File: src/rtl/multicycle_control_unit.sv
// Multi-cycle RV32I control FSM: decodes instrCode, sequences FETCH/DECODE/EXECUTE/MEM/WB,
// drives the datapath selects and the RAM handshake, and counts retired instructions.
//
// state  | meaning
// FETCH  | instruction word settling from ROM, no datapath action
// DECODE | opcode dispatch; unknown opcode is skipped as a NOP here
// R_EXE  | register-register ALU op, write back, retire
// I_EXE  | register-immediate ALU op, write back, retire
// L_EXE  | load address computation
// L_MEM  | read strobe held until busReady or timeout
// L_WB   | load data write back, retire
// S_EXE  | store address computation
// S_MEM  | write strobe held until busReady or timeout, retire
// B_EXE  | branch compare, retire (taken select lives in the datapath)
// LU_EXE | LUI write back, retire
// AU_EXE | AUIPC write back, retire
// J_EXE  | JAL link write back, retire
// JL_EXE | JALR link write back, retire
module multicycle_control_unit #(
    parameter int MEM_WAIT_MAX = 15
) (
    input  logic        clk,
    input  logic        reset,
    input  logic [31:0] instrCode,
    input  logic        busReady,
    output logic        PCEn,
    output logic        regFileWe,
    output logic        aluSrcMuxSel,
    output logic [3:0]  aluControl,
    output logic [2:0]  RFWDSrcMuxSel,
    output logic        branch,
    output logic        jal,
    output logic        jalr,
    output logic        busWe,
    output logic        busRe,
    output logic [2:0]  memFunct3,
    output logic        busErr,
    output logic        illegal,
    output logic [31:0] retiredCnt
);

    localparam int WCW = $clog2(MEM_WAIT_MAX + 1);

    localparam logic [6:0] OP_R     = 7'b0110011;
    localparam logic [6:0] OP_I     = 7'b0010011;
    localparam logic [6:0] OP_L     = 7'b0000011;
    localparam logic [6:0] OP_S     = 7'b0100011;
    localparam logic [6:0] OP_B     = 7'b1100011;
    localparam logic [6:0] OP_LUI   = 7'b0110111;
    localparam logic [6:0] OP_AUIPC = 7'b0010111;
    localparam logic [6:0] OP_JAL   = 7'b1101111;
    localparam logic [6:0] OP_JALR  = 7'b1100111;

    typedef enum logic [3:0] {
        FETCH, DECODE, R_EXE, I_EXE, L_EXE, L_MEM, L_WB,
        S_EXE, S_MEM, B_EXE, LU_EXE, AU_EXE, J_EXE, JL_EXE
    } state_t;

    state_t          state_q, state_d;
    logic [WCW-1:0]  wait_q, wait_d;
    logic [31:0]     cnt_q, cnt_d;

    logic [6:0] opcode;
    logic [2:0] funct3;
    logic       funct7_b5;

    assign opcode    = instrCode[6:0];
    assign funct3    = instrCode[14:12];
    assign funct7_b5 = instrCode[30];

    always_ff @(posedge clk or posedge reset) begin
        if (reset) begin
            state_q <= FETCH;
            wait_q  <= '0;
            cnt_q   <= '0;
        end else begin
            state_q <= state_d;
            wait_q  <= wait_d;
            cnt_q   <= cnt_d;
        end
    end

    always_comb begin
        state_d       = state_q;
        wait_d        = wait_q;
        PCEn          = 1'b0;
        regFileWe     = 1'b0;
        aluSrcMuxSel  = 1'b0;
        aluControl    = 4'b0000;
        RFWDSrcMuxSel = 3'd0;
        branch        = 1'b0;
        jal           = 1'b0;
        jalr          = 1'b0;
        busWe         = 1'b0;
        busRe         = 1'b0;
        memFunct3     = 3'd0;
        busErr        = 1'b0;
        illegal       = 1'b0;

        unique case (state_q)
            FETCH: state_d = DECODE;

            DECODE: begin
                unique case (opcode)
                    OP_R:     state_d = R_EXE;
                    OP_I:     state_d = I_EXE;
                    OP_L:     state_d = L_EXE;
                    OP_S:     state_d = S_EXE;
                    OP_B:     state_d = B_EXE;
                    OP_LUI:   state_d = LU_EXE;
                    OP_AUIPC: state_d = AU_EXE;
                    OP_JAL:   state_d = J_EXE;
                    OP_JALR:  state_d = JL_EXE;
                    default: begin
                        illegal = 1'b1;
                        PCEn    = 1'b1;
                        state_d = FETCH;
                    end
                endcase
            end

            R_EXE: begin
                aluControl = {funct7_b5, funct3};
                regFileWe  = 1'b1;
                PCEn       = 1'b1;
                state_d    = FETCH;
            end

            I_EXE: begin
                // only the shift-right immediates use funct7[5] (SRLI vs SRAI)
                aluSrcMuxSel = 1'b1;
                aluControl   = {(funct3 == 3'b101) ? funct7_b5 : 1'b0, funct3};
                regFileWe    = 1'b1;
                PCEn         = 1'b1;
                state_d      = FETCH;
            end

            B_EXE: begin
                aluControl = {1'b0, funct3};
                branch     = 1'b1;
                PCEn       = 1'b1;
                state_d    = FETCH;
            end

            LU_EXE: begin
                RFWDSrcMuxSel = 3'd2;
                regFileWe     = 1'b1;
                PCEn          = 1'b1;
                state_d       = FETCH;
            end

            AU_EXE: begin
                RFWDSrcMuxSel = 3'd3;
                regFileWe     = 1'b1;
                PCEn          = 1'b1;
                state_d       = FETCH;
            end

            J_EXE: begin
                jal           = 1'b1;
                RFWDSrcMuxSel = 3'd4;
                regFileWe     = 1'b1;
                PCEn          = 1'b1;
                state_d       = FETCH;
            end

            JL_EXE: begin
                jal           = 1'b1;
                jalr          = 1'b1;
                aluSrcMuxSel  = 1'b1;
                RFWDSrcMuxSel = 3'd4;
                regFileWe     = 1'b1;
                PCEn          = 1'b1;
                state_d       = FETCH;
            end

            L_EXE: begin
                aluSrcMuxSel = 1'b1;
                wait_d       = WCW'(MEM_WAIT_MAX);
                state_d      = L_MEM;
            end

            // Down-counter reaching zero means MEM_WAIT_MAX strobe cycles went unanswered
            L_MEM: begin
                if (wait_q == '0) begin
                    busErr  = 1'b1;
                    PCEn    = 1'b1;
                    state_d = FETCH;
                end else begin
                    busRe     = 1'b1;
                    memFunct3 = funct3;
                    wait_d    = wait_q - WCW'(1);
                    if (busReady) state_d = L_WB;
                end
            end

            L_WB: begin
                RFWDSrcMuxSel = 3'd1;
                memFunct3     = funct3;
                regFileWe     = 1'b1;
                PCEn          = 1'b1;
                state_d       = FETCH;
            end

            S_EXE: begin
                aluSrcMuxSel = 1'b1;
                wait_d       = WCW'(MEM_WAIT_MAX);
                state_d      = S_MEM;
            end

            S_MEM: begin
                if (wait_q == '0) begin
                    busErr  = 1'b1;
                    PCEn    = 1'b1;
                    state_d = FETCH;
                end else begin
                    busWe     = 1'b1;
                    memFunct3 = funct3;
                    wait_d    = wait_q - WCW'(1);
                    if (busReady) begin
                        PCEn    = 1'b1;
                        state_d = FETCH;
                    end
                end
            end

            default: state_d = FETCH;
        endcase

        cnt_d = cnt_q + {31'd0, PCEn};
    end

    assign retiredCnt = cnt_q;

endmodule

File: config.mk
export PLATFORM = sky130hd
export DESIGN_NAME = multicycle_control_unit
export DESIGN_NICKNAME = d
export VERILOG_FILES = /design/src/rtl/multicycle_control_unit.sv
export SDC_FILE = /design/constraint.sdc
export NUM_CORES = 1
export LEC_CHECK = 0
export BUFFER_PORTS_ARGS = -buffer_cell sky130_fd_sc_hd__buf_4
export CAP_MARGIN = 5
export CORE_MARGIN = 3
export CORE_UTILIZATION = 50
export CTS_BUF_LIST = sky130_fd_sc_hd__clkbuf_2
export DETAILED_ROUTE_END_ITERATION = 16
export PLACE_DENSITY = 0.81
export SKIP_CTS_REPAIR_TIMING = 1
export SYNTH_ARGS = -nofsm -noshare
export SYNTH_HDL_FRONTEND = slang
export SYNTH_SLANG_ARGS = --single-unit
File: constraint.sdc
create_clock -name clk -period 6.9 [get_ports clk]
set_input_delay 0.345 -clock clk [delete_from_list [all_inputs] [get_ports clk]]
set_output_delay 0.345 -clock clk [all_outputs]
set_load 0.02 [all_outputs]
# After elaboration in Yosys (flattened, before gate mapping)
# Index checks and enable logic that the tools add are counted.
dict set report word_totals {
  ff_bits 40
  in_bits 35
}
dict set report op_classes {
  n_addsub 2
  eq_ne 26
  n_mux 28
  n_reduce_logical 12
}
# cell n
set op_table {}
lappend op_table {{one-hot mux 4 bit (9 select lines)} 1}
lappend op_table {{adder 32 x 1 -> 32 bit} 1}
lappend op_table {{== test 4 bit (second input constant)} 6}
lappend op_table {{one-hot mux 4 bit (6 select lines)} 1}
lappend op_table {{== test 7 x 6 -> 1 bit (second input constant)} 3}
lappend op_table {{== test 7 bit (second input constant)} 3}
lappend op_table {{2-to-1 mux 4 bit} 5}
lappend op_table {{== test 4 x 3 -> 1 bit (second input constant)} 4}
lappend op_table {{2-to-1 mux 1 bit} 15}
lappend op_table {{== test 7 x 5 -> 1 bit (second input constant)} 2}
lappend op_table {{one-hot mux 3 bit (4 select lines)} 1}
lappend op_table {{one-hot mux 4 bit (3 select lines)} 1}
lappend op_table {{OR reduction 9 bit} 1}
lappend op_table {{== test 4 x 2 -> 1 bit (second input constant)} 2}
lappend op_table {{logical NOT 4 bit} 2}
lappend op_table {{one-hot mux 4 bit (2 select lines)} 1}
lappend op_table {{OR reduction 8 bit} 1}
lappend op_table {{== test 7 x 2 -> 1 bit (second input constant)} 1}
lappend op_table {{OR reduction 7 bit} 1}
lappend op_table {{inequality test 3 bit (second input constant)} 2}
lappend op_table {{one-hot mux 3 bit (2 select lines)} 1}
lappend op_table {{OR reduction 2 bit} 3}
lappend op_table {{== test 4 x 1 -> 1 bit (second input constant)} 1}
lappend op_table {{one-hot mux 1 bit (4 select lines)} 1}
lappend op_table {{7 further kinds} 8}

# Depth between registers and ports, before layout
# Gate-level depths: netlist of the first run.
dict set report logic_depth {
  ltp_word 5
  depth_mapped 12
  ltp_nobuf 12
}

# Worst setup path after synthesis of the first run
# OpenSTA, ideal clock, no wires.
dict set report synth_path {
  kind {reg-to-reg}
  start {register wait_q[0]}
  end {register cnt_q[26], in the netlist retiredCnt[26]}
  setup_ns 0.131
  arrival_time_ns 2.831
  t_required_ns 6.769
  slack_ns 3.938
  path_stages_with_launch 13
  synth_period_minus_slack_ns 2.962
  cell_sequence {dfrtp_1 inv_1 ha_1 nor3b_2 a21oi_1 or4_1 o211ai_1 ha_1 ha_1 nand3_1 nor3_1 nand3_1 xnor2_1}
}
dict set report synth_between {
  elab_chain_cells 4
}
# item line
set synth_lines {}
lappend synth_lines {{start: declaration} 60} ;# logic [WCW-1:0] wait_q, wait_d;
lappend synth_lines {{start signal: assignment} 78} ;# wait_q <= wait_d;
lappend synth_lines {{logical NOT 4 bit (*)} {185, 212}}
lappend synth_lines {{2-to-1 mux 1 bit (on tied branches)} {212, 185}}
lappend synth_lines {{one-hot mux 1 bit (4 select lines) (*)} 100} ;# unique case (state_q)
lappend synth_lines {{named net PCEn} 26} ;# output logic PCEn,
lappend synth_lines {{adder 32 x 1 -> 32 bit (*)} 230} ;# cnt_d = cnt_q + {31'd0, PCEn};
lappend synth_lines {{named net cnt_d[26]} 61} ;# logic [31:0] cnt_q, cnt_d;
lappend synth_lines {{end signal: assignment} 79} ;# cnt_q <= cnt_d;
lappend synth_lines {{end: declaration} 61}
# Mark *: on every way through the listed nets, which the timed path passes. The rest lies on a longest branch.
# A chain may end at the register's enable or synchronous reset.

# Worst setup path after layout of the first run
dict set report layout_path {
  start {register wait_q[0]}
  end {register cnt_q[10], in the netlist retiredCnt[10]}
}
dict set report layout_between {
  elab_chain_cells 4
}
# item line
set layout_lines {}
lappend layout_lines {{logical NOT 4 bit (*)} {185, 212}}
lappend layout_lines {{2-to-1 mux 1 bit (on tied branches)} {212, 185}}
lappend layout_lines {{one-hot mux 1 bit (4 select lines) (*)} 100}
lappend layout_lines {{adder 32 x 1 -> 32 bit (*)} 230}
lappend layout_lines {{named net cnt_d[10]} 61}
# Marked as above.

==> impl_summary.txt, run 1 <==
----------------------------------------------------
[Outcome]
  Run status ... finished, final reports clean

[Power]
  Fraction of power consumed by the clock network ... 13.9%
  Power dissipated by switching net loads ... approximately 0.00030 W
  Leak ... around 1.4 nW
  Combinational share of power ... 39.4%
  Worst IR Drop VDD ... 0.2485 mV
  Power density over the cells ... 251.8 nW/um^2
  Cell Int Power ... 0.0004171 W
  Portion of total power attributed to sequential cells ... 46.7%
  Sw frac ... between 40% and 50%

[Synth]
  Share of async-settable or async-resettable flops after synthesis ... 100.0%
  Adder-cell share of the synthesized area ... ~1.7%
  Share of the synthesized netlist area taken by xor and xnor gates ... 11.60%
  Most common library cells after synthesis ... sky130_fd_sc_hd__dfrtp_1, sky130_fd_sc_hd__nor2_1, sky130_fd_sc_hd__xnor2_1, sky130_fd_sc_hd__nand2_1, sky130_fd_sc_hd__nand3_1
  Sequential cell area fraction in the yosys report ... roughly 44%
  Synthesized instance count ... 239
  Library cell with the highest instance count after synthesis ... sky130_fd_sc_hd__dfrtp_1
  Top cell type by total area after synthesis ... sky130_fd_sc_hd__dfrtp_1
  Share of Yosys cell area claimed by the top area cell type ... 44.17%
  Combined area of all synthesized cells ... 2266 um^2
  Cell types occupying the most area after synthesis ... sky130_fd_sc_hd__dfrtp_1, sky130_fd_sc_hd__xnor2_1, sky130_fd_sc_hd__nor2_1
  Top_reg_cell synth ... sky130_fd_sc_hd__dfrtp_1
  Post-Syn Nets ... approximately 280
  Compound-Gate Fraction of Synth Area ... 9.277%
  Count of flip-flops with a built-in enable after synthesis ... 0
  Synth Area per Inst ... about 9.5 um^2
  Multiplexer share of the synthesized area ... 0.9387%
  Synth cell types ... 47
  Synthesis warning total ... 0
  Dominant combinational cell family by area after synthesis ... simple AND/OR/NAND/NOR gates
  Flop and latch count out of synthesis ... 40
  Post-synthesis share of cell area spent on and, or, nand and nor gates ... 29.27%

[Clock network]
  Later-pin clock latency in the skew report ... 0.38 ns
  CTS root buffer ... sky130_fd_sc_hd__clkbuf_2
  Clk slew on worst S/H paths ... 0.20 ns
  Total clock sinks ... 40
  Num CTS Buffers ... 5
  Total number of H-tree levels ... 2
  Clock tree from TritonCTS ... done
  Clock Path Buffers ... 2

[Final layout]
  Fraction of layout cells with a size suffix above 1 ... 26.71%
  Final Net Count ... 344
  Synth-to-layout area growth ... 25.07%
  Antenna cells ... 0
  Final non-filler cell area ... 2834 um^2

[STA]
  Final setup vio count ... 0
  Worst Tran Pin Value ... 0.7574 ns
  Final TNS setup ... 0 ns
  Total count of hold-check failures in the final report ... 0
  RSZ-0062 raised after global routing ... no
  Clock tree skew after final layout ... between 0.02 and 0.025 ns
  Max-slew violation total from the final report ... 0
  Max-Slew Margin vs Limit ... 49.29%
  Part of the cycle the worst path needs ... between 50% and 60%
  Smallest setup slack after layout ... 3.247 ns
  Maximum operating frequency ... 273.8 MHz
  Final Critical Period ... between 3 and 4 ns

[Die]
  Count of pins on the block boundary ... 87
  Die width ... 73.32 um
  Initial Utilization ... 54.30%
  Count of standard-cell rows ... 23
  Core Box Area ... around 4200 um^2
  Die height ... 73.32 um
  Full die area ... 5376 um^2

[Critical path]
  Worst Path Max Fanout ... 13
  Startpoint of the most critical register-to-register path ... wait_q[0]$_DFFE_PP0P_
  Category of the worst setup path capture point ... flip-flop
  WP data required ... 7.21 ns
  Type of the worst setup path ... reg -> reg
  Startpoint kind of the worst setup timing path ... flip-flop
  Arrival time at the worst endpoint ... 3.97 ns
  Launching instance or port of the critical path ... wait_q[0]$_DFFE_PP0P_

[Route]
  1st-iter DRT viols ... between 100 and 150
  Residual antenna-violating net count after detailed routing ... 0
  Drt pass-1 iters ... 5
  Total Wirelength ... 5249 um
  Routed WL per cell ... 14.70 um
  Via-to-Cell Ratio ... 5.655
  Residual DRC count ... 0
  Detailed-route via count ... 2019

[Place]
  HPWL Detailed ... between 3000 and 4000 um
  Worst slack, placed ... 3.303 ns
  Global placement routability congestion ... 0.8447
  Placement Cell Area ... 2795 um^2
  Number of port buffers ... 65

[Global routing]
  Residual overflow from global routing ... 0
  Overall fraction of global-route tracks in use ... 20.64%
  First-pass GRT wire length ... 8797 um
  Antenna violations before repair ... 0
  Maximum number of pins on one net before global-route repair ... 41
  Number of global-route vias before repair ... 1924

[Worst hold path]
  Class of the worst hold path ... in -> async

[Job]
  Number of maximum-capacitance constraint violations ... 0

----------------------------------------------------
## routing by layer
metal / vias to the layer above / track usage (%) / part of all wire [%] / routed length [um]
li1: 976 / - / - / -
met1: 964 / 27.39 / 43 / 2246
met2: 70 / 34.66 / 51 / 2653
met3: 9 / 3.557 / 5.3 / 278
met4: 0 / 6.036 / 1.4 / 71
met5: - / 0 / 0 / 0
## sequential cells by signal (all words and copies together) (netlist names)
signal,cells
wait_q,4
retiredCnt,32
state_q,4
## cells by family after synthesis
family	after synthesis
AO/OA/AOI/OAI	32
buffers and inverters	17
adder cells (fa/ha/maj)	3
flip-flops	40
AND/OR/NAND/NOR	115
multiplexers	2
XOR/XNOR	30
## layout by cell type, fill, tap and decap left out, types with 2 or more instances in the layout
cell / netlist / layout
sky130_fd_sc_hd__and3_1: 6 / 6
sky130_fd_sc_hd__nand2b_1: 5 / 5
sky130_fd_sc_hd__xor2_1: 7 / 7
sky130_fd_sc_hd__nand2_1: 18 / 18
sky130_fd_sc_hd__a31oi_1: 3 / 3
sky130_fd_sc_hd__inv_1: 11 / 11
sky130_fd_sc_hd__a21oi_1: 9 / 9
sky130_fd_sc_hd__clkbuf_2: 0 / 7
sky130_fd_sc_hd__or3_1: 2 / 2
sky130_fd_sc_hd__o21ai_0: 6 / 6
sky130_fd_sc_hd__ha_1: 3 / 3
sky130_fd_sc_hd__a211oi_1: 2 / 2
sky130_fd_sc_hd__nand3b_1: 4 / 4
sky130_fd_sc_hd__nand3_1: 15 / 15
sky130_fd_sc_hd__xnor2_1: 23 / 23
sky130_fd_sc_hd__nor2_1: 23 / 23
sky130_fd_sc_hd__nor3_1: 8 / 8
sky130_fd_sc_hd__nor2b_1: 6 / 6
sky130_fd_sc_hd__dfrtp_1: 40 / 40
sky130_fd_sc_hd__nand4_1: 11 / 11
sky130_fd_sc_hd__nor4_1: 3 / 3
sky130_fd_sc_hd__buf_4: 0 / 66
sky130_fd_sc_hd__and2_1: 4 / 4
## power by group through the flow
stage	clock network [W]	logic, W	registers [W]
after detailed placement	0	0.000282	0.000337
after global placement	0	0.000273	0.000335
after global routing	0.000113	0.000311	0.000342
after floorplan	0	0.000177	0.000335
after CTS	0.000103	0.000283	0.000333
final	0.0000990	0.000281	0.000334
## worst paths after layout
check / end / depth (start not counted) / slack (ns)
max: retiredCnt[10]$_DFF_PP0_ / 12 / 3.25
min: retiredCnt[13]$_DFF_PP0_ / 3 / 0.05
max reg2reg: retiredCnt[10]$_DFF_PP0_ / 12 / 3.25
min reg2reg: retiredCnt[31]$_DFF_PP0_ / 1 / 0.49
max in group asynchronous: retiredCnt[12]$_DFF_PP0_ / 3 / 6.49
min in group clk: state_q[0]$_DFFE_PP0P_ / 2 / 0.18
## metrics by stage
step	hold WS (ns)	std cells	power, W	util [%]
floorplan	0.4371	239	0.0005122	-
global placement	0.4638	349	0.0006073	66.99
detailed placement	0.4686	349	0.0006191	66.99
CTS	0.04837	357	0.0007191	67.92
global route	0.06505	357	0.0007662	67.92
finish	0.05168	357	0.0007136	67.92
## final cells by class
type	instances	area, um^2
Inverter	11	41.29
Multi-Input combinational cell	182	1195
Clock buffer	7	35.03
Tap cell	50	62.56
Fill cell	349	1339
Sequential cell	40	1001
Timing Repair Buffer	66	495.5
Clock inverter	1	3.754
## worst max-delay path: stages (launching register included)
cell	delay, ns
sky130_fd_sc_hd__dfrtp_1	0.42
sky130_fd_sc_hd__inv_1	0.09
sky130_fd_sc_hd__ha_1	0.18
sky130_fd_sc_hd__nor3b_2	0.64
sky130_fd_sc_hd__a21oi_1	0.15
sky130_fd_sc_hd__or4_1	0.53
sky130_fd_sc_hd__o211ai_1	0.16
sky130_fd_sc_hd__ha_1	0.25
sky130_fd_sc_hd__ha_1	0.19
sky130_fd_sc_hd__nand3_1	0.24
sky130_fd_sc_hd__nor2_2	0.37
sky130_fd_sc_hd__and3_1	0.22
sky130_fd_sc_hd__xor2_1	0.16
No activity file was read; power rests on OpenSTA's default activity.
==> inputs of run 2 (changes only) <==
Settings changed: ABC_AREA set to 1, PLACE_DENSITY 0.81 to 0.8.
Clock period 6.9 ns to 3.5 ns, I/O delays scaled along.
==> run 2 against run 1 <==
Against the previous run: cell count increased by 45%; hold slack worse by 0.035 ns; register-to-register slack worse by 2.5 ns; synthesized area rose by 12%; worst setup slack worse by 2.5 ns; fmax increased by 31%; global-route usage increased by 1.5 points; clock skew shrank 0.013 ns; largest power group is now combinational cells; highest routed layer unchanged.
==> impl_summary.txt, run 2 <==
----------------------------------------------------
[Power]
  Leak ... 1.698 nW (+23%)
  Worst IR Drop VDD ... 0.3065 mV (+23%)
  Power density over the cells ... 474.8 nW/um^2 (+89%)

[Global routing]
  First-pass GRT wire length ... 10810 um (+23%)
  Number of global-route vias before repair ... 2495 (+30%)
  Residual overflow from global routing ... 0 (unchanged)
  Maximum number of pins on one net before global-route repair ... 41 (unchanged)
  Overall fraction of global-route tracks in use ... 22.14% (+1.5 points)
  Antenna violations before repair ... 0 (unchanged)

[Route]
  1st-iter DRT viols ... 119 (-17%)
  Total Wirelength ... 6264 um (+19%)
  Residual antenna-violating net count after detailed routing ... 0 (unchanged)
  Routed WL per cell ... 12.12 um (-18%)
  Detailed-route via count ... 2559 (+27%)
  Residual DRC count ... 0 (unchanged)
  Drt pass-1 iters ... 5 (unchanged)
  Via-to-Cell Ratio ... 4.950 (-12%)

[Synth]
  Synth cell types ... 23 (-51%)
  Library cell with the highest instance count after synthesis ... sky130_fd_sc_hd__nand2_1
  Synthesis warning total ... 0 (unchanged)
  Count of flip-flops with a built-in enable after synthesis ... 0 (unchanged)
  Combined area of all synthesized cells ... 2546 um^2 (+12%)
  Share of async-settable or async-resettable flops after synthesis ... 100.0% (unchanged)
  Flop and latch count out of synthesis ... 40 (unchanged)
  Top_reg_cell synth ... sky130_fd_sc_hd__dfrtp_1
  Share of Yosys cell area claimed by the top area cell type ... 39.31% (-4.9 points)
  Sequential cell area fraction in the yosys report ... 39.31% (-4.9 points)
  Synthesized instance count ... 376 (+57%)
  Top cell type by total area after synthesis ... sky130_fd_sc_hd__dfrtp_1
  Synth Area per Inst ... 6.772 um^2 (-29%)
  Post-Syn Nets ... 414 (+49%)
  Most common library cells after synthesis ... sky130_fd_sc_hd__nand2_1, sky130_fd_sc_hd__nor2_1, sky130_fd_sc_hd__dfrtp_1, sky130_fd_sc_hd__inv_1, sky130_fd_sc_hd__nand3_1
  Cell types occupying the most area after synthesis ... sky130_fd_sc_hd__dfrtp_1, sky130_fd_sc_hd__nand2_1, sky130_fd_sc_hd__nor2_1

[Final layout]
  Commonest cells after routing, fill and taps aside ... sky130_fd_sc_hd__nand2_1, sky130_fd_sc_hd__nor2_1, sky130_fd_sc_hd__buf_4
  Final standard cell utilization of the core ... 65.74% (-2.2 points)
  Fraction of layout cells with a size suffix above 1 ... 20.44% (-6.3 points)
  Number of flip-flops in the largest register ... 32 (unchanged)
  Final Net Count ... 487 (+42%)
  Synth-to-layout area growth ... 24.37%
  Antenna cells ... 0 (unchanged)
  Number of fill cells ... 465 (+33%)
  Final cell count without fillers ... 517 (+45%)
  Commonest non-fill, non-tap cell in the layout ... sky130_fd_sc_hd__nand2_1

[Job]
  Number of maximum-capacitance constraint violations ... 0 (unchanged)

[Die]
  Initial Utilization ... 52.86% (-1.4 points)
  Die height ... 77.36 um (+5.5%)
  Count of standard-cell rows ... 25 (+8.7%)
  Die width ... 77.36 um (+5.5%)
  Count of pins on the block boundary ... 87 (unchanged)
  Core Box Area ... 4817 um^2 (+15%)
  Full die area ... 5985 um^2 (+11%)

[STA]
  Total count of hold-check failures in the final report ... 0 (unchanged)
  Worst Tran Pin Value ... 0.5119 ns (-0.2455 ns)
  Final Critical Period ... 2.781 ns (-0.8712 ns)
  Maximum operating frequency ... 359.5 MHz (+31%)
  Final setup vio count ... 0 (unchanged)
  Smallest setup slack after layout ... 0.7186 ns (-2.529 ns)
  Part of the cycle the worst path needs ... 79.47% (+27 points)
  Clock tree skew after final layout ... 0.01171 ns (-0.01319 ns)
  Max-slew violation total from the final report ... 0 (unchanged)
  Final TNS setup ... 0 ns (unchanged)
  Max-Slew Margin vs Limit ... 65.88% (+17 points)
  RSZ-0062 raised after global routing ... no

[Clock network]
  Clk slew on worst S/H paths ... 0.20 ns (about the same)
  Total clock sinks ... 40 (unchanged)
  CTS root buffer ... sky130_fd_sc_hd__clkbuf_2
  Clock Path Buffers ... 2 (unchanged)
  Clock tree from TritonCTS ... done
  Later-pin clock latency in the skew report ... 0.39 ns (about the same)
  Num CTS Buffers ... 5 (unchanged)
  Total number of H-tree levels ... 2 (unchanged)

[Critical path]
  Worst Path Max Fanout ... 6 (-7)
  Category of the worst setup path capture point ... flip-flop
  Arrival time at the worst endpoint ... 3.08 ns (-0.89 ns)
  Startpoint kind of the worst setup timing path ... flip-flop
  Type of the worst setup path ... reg -> reg
  WP data required ... 3.79 ns (-3.42 ns)

[Outcome]
  Run status ... finished, final reports clean

[Place]
  Worst slack, placed ... 0.7522 ns (-2.551 ns)
  Number of port buffers ... 65 (unchanged)
  HPWL Detailed ... 5039 um (+26%)
  Global placement routability congestion ... 0.9182 (+8.7%)
  Instance count after placement with tap cells included ... 508 (+46%)

[Worst hold path]
  Class of the worst hold path ... in -> reg

----------------------------------------------------
## run 2: cell types whose count changed after synthesis, sizes merged, moves of 8 or more
cell | previous run | this run
nand2 | 18 | 142
inv | 11 | 40
nand3b | 4 | 15
nor3 | 9 | 1
nand4 | 12 | 3
nor2 | 24 | 84
xnor2 | 23 | 5
## run 2: final timing paths
path                                          from                        to  slack (ns)  cells past startpoint
min reg2reg                retiredCnt[7]$_DFF_PP0_   retiredCnt[7]$_DFF_PP0_        0.53                      1
max                          wait_q[0]$_DFFE_PP0P_  retiredCnt[28]$_DFF_PP0_        0.72                     15
min                                       busReady    state_q[1]$_DFFE_PP0P_        0.02                      3
max in group asynchronous                    reset  retiredCnt[16]$_DFF_PP0_        2.71                      4
min in group asynchronous                    reset    state_q[2]$_DFFE_PP0P_        0.44                      4
max reg2reg                  wait_q[0]$_DFFE_PP0P_  retiredCnt[28]$_DFF_PP0_        0.72                     15
## run 2: metrics by stage
step           area [um^2]  total power [W]  hold slack [ns]
5_1_grt               3167         0.001634         0.007257
6_report              3167         0.001504          0.01626
4_1_cts               3157         0.001521          -0.1231
3_5_place_dp          3118         0.001319           0.3394
2_1_floorplan         2546         0.001080           0.3190
3_3_place_gp          3118         0.001294           0.3377
## run 2: layout make-up
type	instances	area [um^2]	area share, %
clock buffers	7	35.03	1.106
clock inverters	1	3.754	0.1185
inverters	40	150.1	4.741
multi-input cells	295	1388	43.82
flip-flops and latches	40	1001	31.61
well taps	67	83.83	2.647
repair buffers	67	505.5	15.96
## run 2: logic make-up after synthesis
| family | after synthesis | share of synthesized area (%) |
|---|---|---|
| compound gates | 12 | 2.506 |
| buf+inv | 41 | 6.192 |
| fa+ha+maj | 3 | 1.474 |
| xor+xnor | 15 | 5.159 |
| simple gates | 265 | 45.36 |
| flops | 40 | 39.31 |
## run 2: layer usage
layer | GRT usage [%] | wire length [um] | share of wire (%) | vias up
met5 | 0 | 0 | 0 | -
li1 | - | - | - | 1302
met4 | 7.651 | 181 | 2.9 | 0
met1 | 26.45 | 2669 | 43 | 1149
met3 | 4.988 | 356 | 5.7 | 22
met2 | 39.03 | 3056 | 49 | 86
## run 2: where the power goes
part	total (W)	switching (W)	internal (W)
clock	0.000202	0.000148	0.0000536
sequential	0.000627	0.0000860	0.000541
combinational	0.000675	0.000424	0.000251
total	0.00150	0.000658	0.000846
## run 2: worst max-delay path, cell delays in order, from the launching register on
cell	delay, ns
sky130_fd_sc_hd__dfrtp_1	0.41
sky130_fd_sc_hd__inv_1	0.14
sky130_fd_sc_hd__ha_1	0.21
sky130_fd_sc_hd__nand3_1	0.25
sky130_fd_sc_hd__a21oi_1	0.20
sky130_fd_sc_hd__nor2_1	0.07
sky130_fd_sc_hd__nand3_1	0.11
sky130_fd_sc_hd__ha_1	0.22
sky130_fd_sc_hd__ha_1	0.24
sky130_fd_sc_hd__inv_1	0.10
sky130_fd_sc_hd__nor2_4	0.22
sky130_fd_sc_hd__inv_1	0.06
sky130_fd_sc_hd__nor2_1	0.24
sky130_fd_sc_hd__nand2_1	0.10
sky130_fd_sc_hd__nand2_1	0.06
sky130_fd_sc_hd__nand2_1	0.05
